### config.mk
export PLATFORM = sky130hd
export DESIGN_NAME = div_unit
export DESIGN_NICKNAME = d
export VERILOG_FILES = /design/src/rtl/div_unit.sv
export SDC_FILE = /design/constraint.sdc
export NUM_CORES = 1
export LEC_CHECK = 0
export ABC_AREA = 1
export ABC_CLOCK_PERIOD_IN_PS = 7130
export BUFFER_PORTS_ARGS = -buffer_cell sky130_fd_sc_hd__buf_4
export CAP_MARGIN = 25
export CORE_AREA = 10 10 221 223
export DETAILED_ROUTE_END_ITERATION = 7
export DIE_AREA = 0 0 231 233
export PLACE_DENSITY = 0.55
export SLEW_MARGIN = 20
export SYNTH_ARGS = -nofsm -noshare
export SYNTH_HDL_FRONTEND = slang
export SYNTH_SLANG_ARGS = --single-unit
export TNS_END_PERCENT = 20
### constraint.sdc
create_clock -name clk -period 7.13 [get_ports clk]
set_clock_uncertainty 0.05 [all_clocks]
set_input_delay 1.0695 -clock clk [delete_from_list [all_inputs] [get_ports clk]]
set_output_delay 1.0695 -clock clk [all_outputs]
set_load 0.1 [all_outputs]
### src/rtl/div_unit.sv
// div_unit: multi-cycle radix-2 restoring divider for MIPS DIV/DIVU.
// Retires one quotient bit per clock. The result is {remainder, quotient}.
//
// Ports:
//   clk           clock; all state changes on the rising edge
//   rst           synchronous, active-high reset
//   signed_div_i  1 = signed divide (DIV), 0 = unsigned divide (DIVU)
//   opdata1_i     dividend, latched when a request is accepted
//   opdata2_i     divisor, latched when a request is accepted
//   start_i       request; EX holds it high until it has consumed the result
//   annul_i       cancels the in-flight division (exception or branch flush)
//   result_o      {HI = remainder, LO = quotient}, registered
//   ready_o       result valid, registered
module div_unit #(
    parameter int unsigned DATA_W = 32
) (
    input  logic                clk,
    input  logic                rst,
    input  logic                signed_div_i,
    input  logic [DATA_W-1:0]   opdata1_i,
    input  logic [DATA_W-1:0]   opdata2_i,
    input  logic                start_i,
    input  logic                annul_i,
    output logic [2*DATA_W-1:0] result_o,
    output logic                ready_o
);

    localparam int unsigned      CNT_W    = $clog2(DATA_W + 1);
    localparam logic [CNT_W-1:0] CNT_DONE = CNT_W'(DATA_W);

    typedef enum logic [1:0] {
        FREE,
        BYZERO,
        ON,
        END
    } state_t;

    state_t            state;
    logic [CNT_W-1:0]  cnt;
    logic [DATA_W-1:0] rem;      // partial remainder
    logic [DATA_W-1:0] dvd;      // dividend bits still to consume, quotient bits shifted in
    logic [DATA_W-1:0] dvs;      // divisor magnitude
    logic              neg_quo;
    logic              neg_rem;

    logic [DATA_W:0]   shifted;
    logic [DATA_W:0]   diff;
    logic [DATA_W-1:0] quo_fix;
    logic [DATA_W-1:0] rem_fix;
    logic [DATA_W-1:0] mag1;
    logic [DATA_W-1:0] mag2;

    // The partial remainder stays below the divisor, so DATA_W bits hold it
    // between steps; the shifted trial value needs one extra bit, and the top
    // bit of the trial difference is the borrow (negative result).
    always_comb begin
        shifted = {rem, dvd[DATA_W-1]};
        diff    = shifted - {1'b0, dvs};
        quo_fix = neg_quo ? -dvd : dvd;
        rem_fix = neg_rem ? -rem : rem;
        mag1    = (signed_div_i && opdata1_i[DATA_W-1]) ? -opdata1_i : opdata1_i;
        mag2    = (signed_div_i && opdata2_i[DATA_W-1]) ? -opdata2_i : opdata2_i;
    end

    always_ff @(posedge clk) begin
        if (rst) begin
            state    <= FREE;
            cnt      <= '0;
            ready_o  <= 1'b0;
            result_o <= '0;
            rem      <= '0;
            dvd      <= '0;
            dvs      <= '0;
            neg_quo  <= 1'b0;
            neg_rem  <= 1'b0;
        end else begin
            case (state)
                FREE: begin
                    ready_o  <= 1'b0;
                    result_o <= '0;
                    if (start_i && !annul_i) begin
                        if (opdata2_i == '0) begin
                            state <= BYZERO;
                        end else begin
                            state   <= ON;
                            cnt     <= '0;
                            rem     <= '0;
                            dvd     <= mag1;
                            dvs     <= mag2;
                            neg_quo <= signed_div_i & (opdata1_i[DATA_W-1] ^ opdata2_i[DATA_W-1]);
                            neg_rem <= signed_div_i & opdata1_i[DATA_W-1];
                        end
                    end
                end

                BYZERO: begin
                    result_o <= '0;
                    if (annul_i) begin
                        state   <= FREE;
                        ready_o <= 1'b0;
                    end else begin
                        state   <= END;
                        ready_o <= 1'b1;
                    end
                end

                ON: begin
                    // A flush wins over completion on the same edge.
                    if (annul_i) begin
                        state    <= FREE;
                        ready_o  <= 1'b0;
                        result_o <= '0;
                    end else if (cnt == CNT_DONE) begin
                        state    <= END;
                        ready_o  <= 1'b1;
                        result_o <= {rem_fix, quo_fix};
                    end else begin
                        rem <= diff[DATA_W] ? shifted[DATA_W-1:0] : diff[DATA_W-1:0];
                        dvd <= {dvd[DATA_W-2:0], ~diff[DATA_W]};
                        cnt <= cnt + CNT_W'(1);
                    end
                end

                END: begin
                    if (!start_i || annul_i) begin
                        state    <= FREE;
                        ready_o  <= 1'b0;
                        result_o <= '0;
                    end
                end

                default: begin
                    state    <= FREE;
                    ready_o  <= 1'b0;
                    result_o <= '0;
                end
            endcase
        end
    end

endmodule

==> results.sh, run 1 <==
export IMPL_root_buffer="clkbuf_16"
export IMPL_globalplace_congestion=0.921
export IMPL_antenna_found_initial=2
export IMPL_critPathArrivalTime_ps=3850
export IMPL_yosysMostFrequentCell="nand2_1"
export IMPL_drive_gt1_share_pct=11.7
export IMPL_worstSetupPathType="in -> reg"
export IMPL_synthCells=2183
export IMPL_place_area_um2=14600
export IMPL_yosys_area_top_type="dfxtp_1"
export IMPL_p_per_area_nw_per_um2=236
export IMPL_dr_total_vias=13878
export IMPL_synth_top_cell_area_share_pct=25.9
export IMPL_critPathLaunchType="input port"
export IMPL_synth_warning_count=0
export IMPL_initial_utilization_pct=29.9
export IMPL_r2r_end="result_o[1]"
export IMPL_pin_count=134
export IMPL_swShare_pct=44.2
export IMPL_synthesis_nets=2295
export IMPL_reg2regPathDepth=7
export IMPL_worstPathRequired_ps=7450
export IMPL_place_ws_ps=3170
export IMPL_synth_area_um2=13200
export IMPL_grt_pass1_wl_mm=72.6
export IMPL_cp_max_fo=43
export IMPL_ys_seq_area_share_pct=25.9
export IMPL_num_antenna_cells=0
export IMPL_cts_tree="yes"
export IMPL_r2r_start="state[0]"
export IMPL_max_clock_freq_mhz=284
export IMPL_crit_path_end_kind="flip-flop"
export IMPL_htree_num_levels=4
export IMPL_maxCapViolations=0
export IMPL_num_rows=77
export IMPL_synthFlopType="dfxtp_1"
export IMPL_slew_headroom_pct=36.6
export IMPL_fin_crit_ps=3520
export IMPL_syn_area_per_cell_um2=6.05
export IMPL_globalRouteTotalUtil_pct=16.8
export IMPL_peakVddDrop_v=0.000175
export IMPL_clkPwrFrac_pct=25.9
export IMPL_postCtsSetupRepairBufs=0
export IMPL_drtAntennaViolNets=0
export IMPL_p_int_mw=2.00
export IMPL_drv_slew=0
export IMPL_die_x_um=231
export IMPL_hp_class="reg -> reg"
export IMPL_core_area_um2=44100
export IMPL_leakage_nw=7.24
export IMPL_combPwrFrac_pct=42.2
export IMPL_hpwlAfterDp_mm=37.3
export IMPL_nets=2378
export IMPL_drtIter0Drc=954
export IMPL_die_h_um=233
export IMPL_cts_resized_gates=0
export IMPL_route_detailed_drc=0
export IMPL_crit_end="rem[13]"
export IMPL_cts_hold_buffers=0
export IMPL_synth_common_cells="nand2_1 (637), inv_1 (287), nand3_1 (212), a21oi_1 (192), nor2_1 (175)"
export IMPL_rsz0062_at_grt="no"
export IMPL_finalSetupTns_ps=0
export IMPL_filler_cell_count=4957
export IMPL_areaGrowthSynthToFinish_pct=15.1
export IMPL_synthTopCellsByArea="dfxtp_1 (26%), nand2_1 (18%), inv_1 (8.2%), nand3_1 (8.0%), a21oi_1 (7.3%)"
export IMPL_hold_slack_ps=411
export IMPL_wl_per_cell_um=16.1
export IMPL_hold_viol_final=0
export IMPL_status="completed"
export IMPL_numCtsBuffers=17
export IMPL_firstDrtPassIters=6
export IMPL_gr_total_overflow=0
export IMPL_clk_latency_ps=450
export IMPL_dieArea_um2=53800
export IMPL_synth_cell_types=52
export IMPL_fin_crit_sh_pct=49.4
export IMPL_grt_max_degree=76
export IMPL_setup_violations=0
export IMPL_async_flop_share_pct=0
export IMPL_fin_ws_ps=3610
export IMPL_rrSetupSlack_ps=4210
export IMPL_synth_seq_cells=171
export IMPL_crit_start="opdata2_i[0]"
export IMPL_p_sw_mw=1.59
export IMPL_portBuffers=133
export IMPL_wl_mm=46.1
export IMPL_tightest_slew_ps=949
export IMPL_clk_pin_slew_ps=70
export IMPL_p_seq_share_pct=31.9
export IMPL_cts_buffer_depth=2
export IMPL_finish_instance_area_um2=15200
export IMPL_grt_pass1_vias=13318
export IMPL_clock_sinks=171
export IMPL_avgViaCountPerCell=4.84
export IMPL_synth_edff_count=0
==> critical path, stage by stage <==
cell,delay (ps)
buf_4,110
inv_1,90
ha_1,170
nand2_1,90
nor2_1,190
nand4_1,180
nand3_2,390
nand2_1,120
nand2_2,570
buf_4,520
nand2_1,140
a21oi_2,150
==> cell families (layout without fill, tap and decap cells) <==
kind of cell,after synthesis,in the layout,synth area share (%)
xor gates and xnor gates,62,62,4.11
and+or+nand+nor,1174,1174,39.5
buffers and inverters,377,472,11.5
adders and majority gates,43,43,4.13
DFF,171,171,25.9
AOI/OAI and AO/OA,356,356,14.8
==> per-layer routing <==
layer / up-vias / wire, µm / GRT usage (%)
met5: - / 40 / 0
li1: 7190 / - / -
met1: 6348 / 21000 / 21.6
met4: 4 / 760 / 3.91
met3: 47 / 2150 / 2.49
met2: 289 / 22200 / 29.0
==> layout by cell type, fill, tap and decap left out, drive strengths merged, types with 2 or more instances in the layout <==
| cell | count |
|---|---|
| dfxtp | 171 |
| and2 | 3 |
| clkinv | 7 |
| a21boi | 2 |
| xor2 | 46 |
| o211ai | 7 |
| ha | 42 |
| buf | 142 |
| nand4 | 33 |
| nor3 | 31 |
| o22ai | 4 |
| o31ai | 5 |
| nand3b | 17 |
| a22oi | 2 |
| o21bai | 7 |
| a31oi | 6 |
| clkbuf | 18 |
| xnor2 | 16 |
| nor4 | 3 |
| a21oi | 206 |
| nor2 | 181 |
| nand2 | 666 |
| o21ai | 113 |
| clkinvlp | 2 |
| and3 | 2 |
| nand3 | 227 |
| a21o | 2 |
| inv | 302 |
| or2 | 10 |
==> registers in the layout, indices dropped and copies added, names as in the netlist <==
name	cells
ready_o	1
neg_rem	1
cnt	6
result_o	64
dvs	32
dvd	32
neg_quo	1
state	2
rem	32
==> worst min-delay path by stage <==
stage | from | cells past startpoint | slack, ps | to
floorplan | dvs[3] | 2 | 380 | dvs[3]
global placement | result_o[3] | 2 | 400 | result_o[3]
detailed placement | result_o[34] | 2 | 410 | result_o[34]
CTS | result_o[34] | 2 | 410 | result_o[34]
global route | result_o[44] | 2 | 430 | result_o[44]
finish | result_o[34] | 2 | 410 | result_o[34]
==> area by class of cell <==
| cell class | count | area, µm² | area share, % |
|---|---|---|---|
| timing repair buffer | 142 | 1090 | 7.14 |
| multi-input combinational | 1635 | 8270 | 54.3 |
| sequential | 171 | 3420 | 22.5 |
| clock buffer | 18 | 439 | 2.89 |
| inverter | 299 | 1120 | 7.38 |
| tap | 592 | 741 | 4.87 |
| clock inverter | 13 | 131 | 0.864 |
==> per-stage QoR <==
| stage | total power, mW | cells | util [%] |
|---|---|---|---|
| after floorplan | 2.25 | 2183 | - |
| after global placement | 2.66 | 2838 | 33.1 |
| after detailed placement | 2.67 | 2839 | 33.2 |
| after CTS | 3.60 | 2870 | 34.5 |
| after global routing | 3.84 | 2870 | 34.5 |
| final | 3.59 | 2870 | 34.5 |
==> power by group through the flow <==
stage / registers, mW / logic (mW) / clock network [mW]
after global routing: 1.16 / 1.71 / 0.974
after detailed placement: 1.16 / 1.50 / 0
after floorplan: 1.15 / 1.10 / 0
after CTS: 1.14 / 1.51 / 0.946
final: 1.14 / 1.51 / 0.931
after global placement: 1.16 / 1.49 / 0
Note: power is estimated with default switching activity, not from simulation.
==> inputs of run 2 (changes only) <==
- ABC_CLOCK_PERIOD_IN_PS: 7130 -> 3200
- PLACE_DENSITY: 0.55 -> 0.57
- clock period: 7.13 -> 3.2 ns (I/O delays scaled with it)
==> run 2 against run 1 <==
Compared with the run above:
- design area is 0.51% higher
- core utilization is 0.18 points higher
- sequential share of layout area is 0.11 points lower
- largest cell class unchanged
- highest routed layer unchanged
==> results.sh, run 2 (same netlist as run 1, synthesis figures left out) <==
export IMPL_status="completed"
export IMPL_drtIter0Drc=1171
export IMPL_seq_area_um2=3420
export IMPL_gr_usage_met2_pct=28.9
export IMPL_dr_total_vias=13998
export IMPL_p_seq_share_pct=31.6
export IMPL_route_detailed_drc=0
export IMPL_finalSetupTns_ps=0
export IMPL_dieArea_um2=53800
export IMPL_cts_tree="yes"
export IMPL_areaGrowthSynthToFinish_pct=15.7
export IMPL_critPathSlowestCell="fa_1"
export IMPL_drtAntennaViolNets=0
export IMPL_multi_input_area_um2=8260
export IMPL_cp_max_fo=15
export IMPL_power_mw=8.03
export IMPL_max_clock_freq_mhz=380
export IMPL_swShare_pct=44.5
export IMPL_cp_buffers_inverters=2
export IMPL_leakage_nw=7.30
export IMPL_pin_count=134
export IMPL_wl_per_cell_um=16.3
export IMPL_cts_resized_gates=0
export IMPL_htree_num_levels=4
export IMPL_cts_hold_buffers=0
export IMPL_rsz0062_at_grt="no"
export IMPL_hpwlAfterDp_mm=37.8
export IMPL_grt_max_degree=64
export IMPL_fin_crit_sh_pct=82.2
export IMPL_critPathTopFamily="simple AND/OR/NAND/NOR gates"
export IMPL_nets=2388
export IMPL_clock_sinks=171
export IMPL_clkPwrFrac_pct=25.6
export IMPL_num_antenna_cells=0
export IMPL_die_h_um=233
export IMPL_core_area_um2=44100
export IMPL_largest_register="result_o"
export IMPL_finish_instance_area_um2=15300
export IMPL_maxCapViolations=0
export IMPL_p_per_area_nw_per_um2=525
export IMPL_slew_headroom_pct=47.5
export IMPL_grt_busiest_layer="met2"
export IMPL_largest_reg_flops=64
export IMPL_setup_violations=0
export IMPL_layout_commonest_cell="nand2_1"
export IMPL_p_sw_mw=3.58
export IMPL_portBuffers=133
export IMPL_p_int_mw=4.45
export IMPL_firstDrtPassIters=5
export IMPL_cp_cell_sequence="inv_1 > ha_1 > fa_1 > inv_1 > nand2_1 > nand2_1 > nand3_2 > nand2_4 > nand2_4 > nand2_4 > nand2_4 > nand2_4 > nand2_4 > nand2_4 > nand2_1 > nand3_1 > a21oi_1"
export IMPL_fin_crit_ps=2630
export IMPL_antenna_found_initial=1
export IMPL_clk_latency_ps=450
export IMPL_worstSetupPathType="reg -> reg"
export IMPL_hold_viol_final=0
export IMPL_place_area_um2=14700
export IMPL_avgViaCountPerCell=4.86
export IMPL_gr_usage_met1_pct=22.0
export IMPL_grtUsageMet3_pct=2.57
export IMPL_peakVddDrop_v=0.000315
export IMPL_die_x_um=231
export IMPL_crit_path_end_kind="flip-flop"
export IMPL_filler_cell_count=5006
export IMPL_numCtsBuffers=17
export IMPL_root_buffer="clkbuf_16"
export IMPL_drv_slew=0
export IMPL_postCtsSetupRepairBufs=0
export IMPL_critPathLaunchType="flip-flop"
export IMPL_hp_class="in -> reg"
export IMPL_grt_pass1_vias=13346
export IMPL_num_rows=77
export IMPL_tightest_slew_ps=787
export IMPL_clk_pin_slew_ps=70
export IMPL_final_cell_mix="nand2_1 (637), inv_1 (286), nand3_1 (212)"
export IMPL_critPathArrivalTime_ps=2870
export IMPL_wl_mm=46.9
export IMPL_globalplace_congestion=0.952
export IMPL_slowest_delay_ps=400
export IMPL_gr_total_overflow=0
export IMPL_cts_buffer_depth=2
export IMPL_path_common_cell="nand2_4"
export IMPL_drive_gt1_share_pct=12.1
export IMPL_initial_utilization_pct=29.9
export IMPL_combPwrFrac_pct=42.8
export IMPL_grt_pass1_wl_mm=73.3
export IMPL_globalRouteTotalUtil_pct=17.1
export IMPL_worstPathRequired_ps=3440
[run 2: worst paths after layout]
kind	startpoint	end	slack (ps)	cells after the start
setup / recovery	dvd[31]	rem[3]	570	17
hold / removal	opdata2_i[0]	dvs[0]	270	3
setup reg to reg	dvd[31]	rem[3]	570	17
hold reg to reg	result_o[62]	result_o[62]	420	2
[run 2: through the flow]
stage	utilization [%]	instances	setup WS [ps]	hold WS [ps]
final	34.6	2881	571	271
after global routing	34.6	2881	349	277
after CTS	34.6	2881	566	252
after detailed placement	33.3	2849	477	406
after global placement	33.3	2849	566	407
after floorplan	-	2183	923	380
[run 2: worst reg2reg max path, delay by kind of cell, from the launching register on]
family | cells | cell delay, ps
AOI/OAI and AO/OA | 1 | 70
adders and majority gates | 2 | 630
buffers and inverters | 2 | 220
DFF | 1 | 360
and+or+nand+nor | 12 | 1140
[run 2: final cells by class]
class / count / share of cell area [%]
Multi-Input combinational cell: 1635 / 54.1
Sequential cell: 171 / 22.4
Timing Repair Buffer: 152 / 7.63
Inverter: 299 / 7.34
Tap cell: 592 / 4.85
Clock buffer: 20 / 3.05
Clock inverter: 12 / 0.679
[run 2: layer usage]
layer | routed length (µm) | part of all wire [%]
met5 | 12 | 0.026
met4 | 887 | 1.9
met3 | 2600 | 5.6
met2 | 22200 | 47
met1 | 21100 | 45
[run 2: power groups by stage]
| stage | registers, mW | clock network (mW) | logic, mW |
|---|---|---|---|
| after floorplan | 2.56 | 0 | 2.46 |
| after global placement | 2.58 | 0 | 3.38 |
| after detailed placement | 2.58 | 0 | 3.40 |
| after CTS | 2.53 | 2.09 | 3.41 |
| after global routing | 2.57 | 2.17 | 3.84 |
| final | 2.54 | 2.05 | 3.44 |
